===== src/rtl/serial_adder_pkg.sv =====
//==============================================================================
// Module      : serial_adder_pkg
// Description : Shared types and constants for the bit-serial adder controller
//               (state encoding, default operand width, counter width helper).
// Revision    : 1.0 - initial release
//==============================================================================
`default_nettype none

package serial_adder_pkg;

  // Default operand/sum width
  localparam int unsigned c_DEFAULT_WIDTH = 8;

  // Controller states
  typedef enum logic [1:0] {
    IDLE = 2'd0,
    RUN  = 2'd1,
    DONE = 2'd2
  } state_t;

  // Bit counter width; never narrower than one bit
  function automatic int unsigned cnt_width(input int unsigned width);
    return (width < 2) ? 1 : $clog2(width);
  endfunction

endpackage

`default_nettype wire


===== src/rtl/fa_cell.sv =====
//==============================================================================
// Module      : fa_cell
// Description : Purely combinational 1-bit full adder, the single arithmetic
//               cell reused on every cycle by the serial adder controller.
// Revision    : 1.0 - initial release
//==============================================================================
`default_nettype none

module fa_cell (
  input  logic a,
  input  logic b,
  input  logic ci,
  output logic so,
  output logic co
);

  // Sum and majority carry
  assign so = a ^ b ^ ci;
  assign co = (a & b) | (a & ci) | (b & ci);

endmodule

`default_nettype wire


===== src/rtl/serial_adder_ctrl.sv =====
//==============================================================================
// Module      : serial_adder_ctrl
// Description : Bit-serial adder controller. Adds two WIDTH-bit operands plus
//               carry-in over WIDTH cycles, LSB first, through one fa_cell.
//               Optional macro SERIAL_ADD_OVF_EN adds the signed overflow
//               output ovf.
// Revision    : 1.0 - initial release
//==============================================================================
`default_nettype none

module serial_adder_ctrl
  import serial_adder_pkg::*;
#(
  parameter int unsigned WIDTH = c_DEFAULT_WIDTH,
  parameter int unsigned CNT_W = cnt_width(WIDTH)
) (
  input  logic             clk,
  input  logic             rst,
  input  logic             start,
  input  logic [WIDTH-1:0] a,
  input  logic [WIDTH-1:0] b,
  input  logic             ci,
  output logic             busy,
  output logic             done,
  output logic [WIDTH-1:0] so,
  output logic             co
`ifdef SERIAL_ADD_OVF_EN
  ,
  output logic             ovf
`endif
);

  localparam logic [CNT_W-1:0] c_LAST = CNT_W'(WIDTH - 1);

  state_t           r_state;
  state_t           w_state_nxt;
  logic [WIDTH-1:0] r_sa;
  logic [WIDTH-1:0] r_sb;
  logic [WIDTH-1:0] r_so;
  logic             r_carry;
  logic             r_co;
  logic [CNT_W-1:0] r_cnt;
  logic             w_s;
  logic             w_c;
  logic             w_last;

  // The one shared full-adder cell, fed from the operand LSBs
  fa_cell u_fa_cell (
    .a  (r_sa[0]),
    .b  (r_sb[0]),
    .ci (r_carry),
    .so (w_s),
    .co (w_c)
  );

  // Current edge handles the operand MSB
  assign w_last = (r_cnt == c_LAST);

  // State register
  always_ff @(posedge clk or posedge rst) begin
    if (rst) r_state <= IDLE;
    else     r_state <= w_state_nxt;
  end

  // Next-state and handshake decode
  always_comb begin
    w_state_nxt = r_state;
    busy        = 1'b0;
    done        = 1'b0;
    case (r_state)
      IDLE: if (start) w_state_nxt = RUN;
      RUN: begin
        busy = 1'b1;
        if (w_last) w_state_nxt = DONE;
      end
      DONE: begin
        done        = 1'b1;
        w_state_nxt = IDLE;
      end
      default: w_state_nxt = IDLE;
    endcase
  end

  // Operand capture, LSB-first shifting, carry chain and result registers
  always_ff @(posedge clk or posedge rst) begin
    if (rst) begin
      r_sa    <= '0;
      r_sb    <= '0;
      r_so    <= '0;
      r_carry <= 1'b0;
      r_co    <= 1'b0;
      r_cnt   <= '0;
    end else begin
      case (r_state)
        IDLE: if (start) begin
          r_sa    <= a;
          r_sb    <= b;
          r_carry <= ci;
          r_cnt   <= '0;
          r_so    <= '0;
          r_co    <= 1'b0;
        end
        RUN: begin
          r_sa    <= {1'b0, r_sa[WIDTH-1:1]};
          r_sb    <= {1'b0, r_sb[WIDTH-1:1]};
          r_so    <= {w_s, r_so[WIDTH-1:1]};
          r_carry <= w_c;
          r_cnt   <= r_cnt + CNT_W'(1);
          if (w_last) r_co <= w_c;
        end
        default: ;
      endcase
    end
  end

`ifdef SERIAL_ADD_OVF_EN
  logic r_ovf;

  // Signed overflow: carry into the MSB (carry register) versus carry out
  always_ff @(posedge clk or posedge rst) begin
    if (rst) begin
      r_ovf <= 1'b0;
    end else if (r_state == IDLE && start) begin
      r_ovf <= 1'b0;
    end else if (r_state == RUN && w_last) begin
      r_ovf <= r_carry ^ w_c;
    end
  end

  assign ovf = r_ovf;
`endif

  assign so = r_so;
  assign co = r_co;

endmodule

`default_nettype wire

===== config.mk =====
export PLATFORM = sky130hd
export DESIGN_NAME = serial_adder_ctrl
export DESIGN_NICKNAME = d
export VERILOG_FILES = /design/src/rtl/serial_adder_pkg.sv /design/src/rtl/fa_cell.sv /design/src/rtl/serial_adder_ctrl.sv
export SDC_FILE = /design/constraint.sdc
export NUM_CORES = 1
export LEC_CHECK = 0
export CAP_MARGIN = 15
export CORE_UTILIZATION = 50
export CTS_CLUSTER_SIZE = 8
export DETAILED_ROUTE_END_ITERATION = 10
export PLACE_DENSITY = 0.81
export SKIP_LAST_GASP = 1
export SLEW_MARGIN = 20
export SYNTH_ARGS = -nofsm -noshare
export SYNTH_HDL_FRONTEND = slang
export SYNTH_HIERARCHICAL = 1
export SYNTH_SLANG_ARGS = --single-unit

===== constraint.sdc =====
create_clock -name clk -period 1.5 [get_ports clk]
set_input_delay 0.15 -clock clk [delete_from_list [all_inputs] [get_ports clk]]
set_output_delay 0.15 -clock clk [all_outputs]
set_load 0.03 [all_outputs]

==> metrics.md, run 1 <==
| Metric | Value |
|---|---|
| Dpl hpwl | `2018 um` |
| R2r endpoint | `r_sa[3]$_DFFE_PP0P_` |
| Syn_area_per_cell | `around 11 um2` |
| YS warnings | `6` |
| Endpoints failing hold | `0` |
| Setup Slack @ Placement | `-0.1706 ns` |
| Die height | `approximately 56 um` |
| Hold_buf cts | `0` |
| R2r startpoint | `r_state[1]$_DFFE_PP0P_` |
| Util after Layout | `68.38%` |
| Global route total overflow | `0` |
| Final setup fails | `0` |
| Area Overhead vs Synth | `29.25%` |
| Tightest Pin Transition | `0.5929 ns` |
| Wirelength per Cell | `15.38 um` |
| Die area | `3138 um2` |
| Number of global-route vias before repair | `1178` |
| Worst-skew pair later-pin latency | `0.33 ns` |
| Starting DRT DRC Count | `45` |
| # diodes | `0` |
| Via count | `1145` |
| Most common cell after layout, fill and taps aside | `dfrtp_1` |
| Initial Util | `52.90%` |
| Maxcap violations | `0` |
| # fillers | `201` |
| Critical path arrival | `1.28 ns` |
| Pre-antenna DRT Iters | `4` |
| Hold Path Class | `in -> async` |
| Static Leak | `0.8943 nW` |
| Total GRT Usage | `21.35%` |
| Post-synth EDFFs | `0` |
| CP Class | `reg -> out` |
| Peak VDD IR | `0.001515 V` |
| Worst-path fanout max | `14` |
| Post-synthesis cell type count | `27` |
| Rows | `19` |
| Initial antenna violation count | `0` |
| Io pins | `31` |
| IO Port Bufs | `30` |
| Final period util | `a little over nine tenths` |
| Fmax | `about 0.7 GHz` |
| Post-route ant nets | `0` |
| Largest net degree at the start of global routing | `32` |
| Final Worst Setup Slack | `0.07402 ns` |
| WHS | `0.1910 ns` |
| Synthesized flop and latch total | `31` |
| WP data required | `1.35 ns` |
| Routability congestion estimate | `around 0.76` |
| Die X | `56.02 um` |
| Slew HR | `60.37%` |
| Final Cell Area | `1886 um2` |
| TritonCTS clock tree | `built` |
| Fin. max-slew vios | `0` |
| Clk_skew | `0.01205 ns` |
| Clk slew on worst S/H paths | `0.10 ns` |
| Cts bufs inserted | `5` |
| DR vias/cell | `5.872` |
| Placed inst area | `1779 um2` |
| Worst Setup End Kind | `primary output` |
| Routed wire length | `3000 um` |
| Crit path from | `r_state[1]$_DFFE_PP0P_` |
| Mapped Cells | `127` |
| Total negative slack | `0 ns` |
| Worst Setup Start Kind | `register` |
| H-tree levels | `2` |
| Internal reg-to-reg setup slack | `0.09 ns` |
| Most frequent cells in the layout | `dfrtp_1 (29), clkdlybuf4s50_1 (19), inv_1 (16), nor2_1 (11), buf_4 (11)` |
| Ys async rst share | `100.0%` |
| Sequential area share after synthesis | `about 53%` |
| First-pass GRT wire length | `5147 um` |
| Nets | `186` |
| Top_reg_cell synth | `dfrtp_1` |
| Net Count, Synth | `150` |
| FF-to-FF path depth | `3` |
| Post-Syn Area | `1459 um2` |
| Status | `complete, no violations` |
| TritonCTS Sinks | `31` |
| Core Box Area | `2758 um2` |
| Cell Pwr Density | `between 1500 and 2000 nW/um2` |
| Share of layout cells above drive strength 1 | `16.46%` |
| CTS max path bufs | `2` |
| Min Clock Period, post-route | `about 1.4 ns` |
| Root Buffer | `clkbuf_4` |
| Post-route DRC violation count | `0` |
-- report_power, final --
part / switching, W / internal [W] / leakage [nW]
Combinational: 0.000900 / 0.000725 / 0.471
Clock: 0.000289 / 0.000394 / 0.0482
Sequential: 0.000237 / 0.00122 / 0.375
-- metrics by stage --
step | cells | total power, W
floorplan | 127 | 0.002629
global placement | 184 | 0.003041
detailed placement | 184 | 0.003126
CTS | 194 | 0.003756
global route | 195 | 0.004015
finish | 195 | 0.003760
-- worst max-delay path: stages (launching register included) --
cell,delay [ns]
dfrtp_2,0.45
buf_4,0.19
nor2b_1,0.14
buf_4,0.17
-- synth_stat cells (2+ instances only) --
master	instances	area share (%)
nand2b_1	2	0.86
buf_2	5	1.7
a32o_1	2	1.4
nor4b_1	10	6.0
nor2_1	11	2.8
a221oi_1	10	6.0
a22o_1	10	6.0
ha_1	2	1.7
a222oi_1	4	2.7
buf_4	3	1.5
clkbuf_1	2	0.51
nor2b_1	5	2.1
dfrtp_1	31	53
inv_1	17	4.4
-- metal layers --
layer  part of all wire, %  GRT usage, %  wire [um]  up-vias
met5                     0             0          0        -
met4                   1.4         9.408         43        0
met3                   6.0         5.581        180        6
met2                    51         35.71       1521       40
met1                    42         25.88       1256      562
li1                      -             -          -      537
-- worst max path at each step --
stage | end | slack, ns | cells past startpoint
detailed placement | r_sa[3]$_DFFE_PP0P_ | -0.17 | 3
global route | done | -0.007 | 3
global placement | r_sa[3]$_DFFE_PP0P_ | -0.10 | 3
CTS | done | 0.02 | 3
floorplan | done | 0.21 | 3
finish | done | 0.07 | 3
-- kinds of logic after synthesis --
group                      synth area share (%)
and+or+nand+nor                           14.32
muxes                                    0.6861
buffers and inverters                     8.919
adders and majority gates                 3.087
DFF                                       53.17
AOI/OAI and AO/OA                         19.81
-- area by class of cell --
type / instances / area, um2 / area share (%)
timing repair buffer: 40 / 362.8 / 19.24
sequential: 31 / 778.2 / 41.27
multi-input combinational: 68 / 553.0 / 29.33
inverter: 17 / 66.31 / 3.517
tap: 31 / 38.79 / 2.057
clock buffer: 6 / 51.30 / 2.721
clock inverter: 2 / 35.03 / 1.858
-- sequential cells by signal, indices dropped and copies added, names as in the netlist --
signal	count
r_cnt	3
r_sb	8
so	8
r_state	2
co	1
r_sa	8
r_carry	1
-- repair_timing --
action | in CTS | in global routing
gates resized for setup | 12 | 2
buffers inserted | 2 | 1
endpoints found under the setup margin | 11 | 2
No activity file was read; power rests on OpenSTA's default activity.
==> inputs of run 2 (changes only) <==
--- a/config.mk
+++ b/config.mk
@@ -10,6 +10,7 @@
 export CTS_CLUSTER_SIZE = 8
 export DETAILED_ROUTE_END_ITERATION = 10
 export PLACE_DENSITY = 0.81
+export REMOVE_ABC_BUFFERS = 1
 export SKIP_LAST_GASP = 1
 export SLEW_MARGIN = 20
 export SYNTH_ARGS = -nofsm -noshare
==> run 2 against run 1 <==
Global-route usage is 0.57 points lower. Sequential share of layout area is 0.41 points higher. Sequential cell count stayed put. Final area is 1.0% lower. Sequential power hardly changed. Critical path type unchanged. Clock-buffer cell count stayed put. Critical path depth stayed put. Fmax is 1.7% lower.
==> metrics.md, run 2 (synthesis results as in run 1) <==
| Metric | Value |
|---|---|
| Status | `complete, no violations (unchanged)` |
| Root Buffer | `clkbuf_4 (unchanged)` |
| Crit path from | `r_state[1]$_DFFE_PP0P_ (unchanged)` |
| Static Leak | `0.8863 nW (was 0.8943 nW)` |
| Rows | `19 (unchanged)` |
| DR vias/cell | `5.837 (was 5.872)` |
| # fillers | `225 (was 201)` |
| Die height | `56.02 um (unchanged)` |
| First-pass GRT wire length | `4899 um (was 5147 um)` |
| Core Box Area | `2758 um2 (unchanged)` |
| Util after Layout | `67.70% (was 68.38%)` |
| Post-route DRC violation count | `0 (unchanged)` |
| Critical path arrival | `1.30 ns (was 1.28 ns)` |
| Crit path cell chain | `nand2b_2 -> inv_4 -> buf_4 (was buf_4 -> nor2b_1 -> buf_4)` |
| FF-to-FF path depth | `4 (was 3)` |
| H-tree levels | `2 (unchanged)` |
| Cell Pwr Density | `1927 nW/um2 (was 1994 nW/um2)` |
| M1 GR Usage | `26.16% (was 25.88%)` |
| Routed wire length | `2894 um (was 3000 um)` |
| Routability congestion estimate | `0.7362 (was 0.7647)` |
| Min Clock Period, post-route | `1.451 ns (was 1.426 ns)` |
| Register Area | `778.2 um2 (unchanged)` |
| Area Overhead vs Synth | `27.96% (was 29.25%)` |
| CTS max path bufs | `2 (unchanged)` |
| Most frequent cells in the layout | `dfrtp_1 (29), clkdlybuf4s50_1 (19), inv_1 (16), buf_4 (14), nor2_1 (11) (was dfrtp_1 (29), clkdlybuf4s50_1 (19), inv_1 (16), nor2_1 (11), buf_4 (11))` |
| Fmax | `0.6890 GHz (was 0.7013 GHz)` |
| Internal reg-to-reg setup slack | `0.08 ns (was 0.09 ns)` |
| Peak VDD IR | `0.001225 V (was 0.001515 V)` |
| Hold Path Class | `in -> async (unchanged)` |
| Maxcap violations | `0 (unchanged)` |
| Nets | `188 (was 186)` |
| Fin. max-slew vios | `0 (unchanged)` |
| Initial antenna violation count | `0 (unchanged)` |
| Starting DRT DRC Count | `27 (was 45)` |
| CP Class | `reg -> out (unchanged)` |
| Slowest library cell on the worst path | `dfrtp_2 (unchanged)` |
| Number of global-route vias before repair | `1074 (was 1178)` |
| TritonCTS clock tree | `built (unchanged)` |
| Share of layout cells above drive strength 1 | `16.97% (was 16.46%)` |
| Io pins | `31 (unchanged)` |
| Slowest stage delay, CP | `0.45 ns (about the same)` |
| Dpl hpwl | `2030 um (was 2018 um)` |
| Clk_skew | `0.002988 ns (was 0.01205 ns)` |
| Initial Util | `52.90% (unchanged)` |
| Most common cell after layout, fill and taps aside | `dfrtp_1 (unchanged)` |
| TritonCTS Sinks | `31 (unchanged)` |
| R2r startpoint | `r_state[0]$_DFFE_PP0P_ (was r_state[1]$_DFFE_PP0P_)` |
| WP data required | `1.35 ns (about the same)` |
| Post-route ant nets | `0 (unchanged)` |
| IO Port Bufs | `30 (unchanged)` |
| Cts bufs inserted | `5 (unchanged)` |
| Final setup fails | `0 (unchanged)` |
| Grt peak-use layer | `met2 (unchanged)` |
| Pre-antenna DRT Iters | `4 (unchanged)` |
| Via count | `1144 (was 1145)` |
| Die X | `56.02 um (unchanged)` |
| Endpoints failing hold | `0 (unchanged)` |
| Hold_buf cts | `0 (unchanged)` |
| Clk slew on worst S/H paths | `0.09 ns (was 0.10 ns)` |
| Wirelength per Cell | `14.77 um (was 15.38 um)` |
| Worst Setup Start Kind | `register (unchanged)` |
| # diodes | `0 (unchanged)` |
| Worst-skew pair later-pin latency | `0.33 ns (about the same)` |
| Die area | `3138 um2 (unchanged)` |
| Global route total overflow | `0 (unchanged)` |
| Worst Setup End Kind | `primary output (unchanged)` |
| Final period util | `96.75% (was 95.07%)` |
| Total negative slack | `0 ns (unchanged)` |
| GR Layer Usage met3 | `7.674% (was 5.581%)` |
| Total GRT Usage | `20.78% (was 21.35%)` |
| Largest net degree at the start of global routing | `32 (unchanged)` |
| Area of the multi-input gates | `553.0 um2 (unchanged)` |
| Slew HR | `59.77% (was 60.37%)` |
| Worst-path fanout max | `7 (was 14)` |
| M2 GR Usage | `30.95% (was 35.71%)` |
| RSZ-0062 raised after global routing | `yes` |
| Tightest Pin Transition | `0.6019 ns (was 0.5929 ns)` |
## run 2: final cells by class
class,instances,share of cell area [%]
Clock buffer,6,2.748
Clock inverter,1,0.2681
Inverter,17,3.552
Multi-Input combinational cell,68,29.62
Sequential cell,31,41.69
Tap cell,31,2.078
Timing Repair Buffer,42,20.04
## run 2: path summary, 6_finish.rpt
check | endpoint
worst max-delay path | busy
min in group clk | r_sa[2]$_DFFE_PP0P_
worst min register to register | r_cnt[0]$_DFFE_PP0P_
worst max register to register | r_sa[3]$_DFFE_PP0P_
worst min-delay path | r_cnt[1]$_DFFE_PP0P_
max in group asynchronous | r_state[0]$_DFFE_PP0P_
## run 2: worst max-delay path: cells and delay by family (launching register included)
kind	cells	cell delay, ns
buf+inv	2	0.29
flops	1	0.45
simple gates	1	0.24
## run 2: per-layer routing
metal	vias to the layer above	routed length, um
met5	-	0
li1	541	-
met4	0	90
met3	8	180
met1	552	1265
met2	43	1357
## run 2: power by group
group	internal (W)	switching (W)	leakage [nW]	total, W
Combinational	0.000755	0.000901	0.477	0.00166
Clock	0.000217	0.000269	0.0341	0.000485
Sequential	0.00122	0.000239	0.375	0.00146
## run 2: timing repair
| item | CTS | global route |
|---|---|---|
| setup endpoints to repair | 11 | 4 |
| setup buffers | 0 | 2 |
| resized for setup | 11 | 2 |
## run 2: stage by stage
stage / power [W] / area, um2 / worst slack, ns / hold slack [ns] / instances
global placement: 0.003070 / 1802 / -0.06731 / 0.4722 / 187
CTS: 0.003578 / 1848 / -0.01025 / 0.2118 / 194
finish: 0.003597 / 1867 / 0.04872 / 0.2003 / 196
global route: 0.003856 / 1867 / -0.02147 / 0.2429 / 196
detailed placement: 0.003156 / 1802 / -0.1444 / 0.4765 / 187
floorplan: 0.002526 / 1393 / -0.1705 / 0.2535 / 116
==> inputs of run 3 (changes only) <==
--- a/config.mk
+++ b/config.mk
@@ -10,9 +10,7 @@
 export CTS_CLUSTER_SIZE = 8
 export DETAILED_ROUTE_END_ITERATION = 10
 export PLACE_DENSITY = 0.81
-export REMOVE_ABC_BUFFERS = 1
 export SKIP_LAST_GASP = 1
-export SLEW_MARGIN = 20
 export SYNTH_ARGS = -nofsm -noshare
 export SYNTH_HDL_FRONTEND = slang
 export SYNTH_HIERARCHICAL = 1
==> results of run 3 <==
No change in the layout: final DEF, timing and power equal those of run 1.
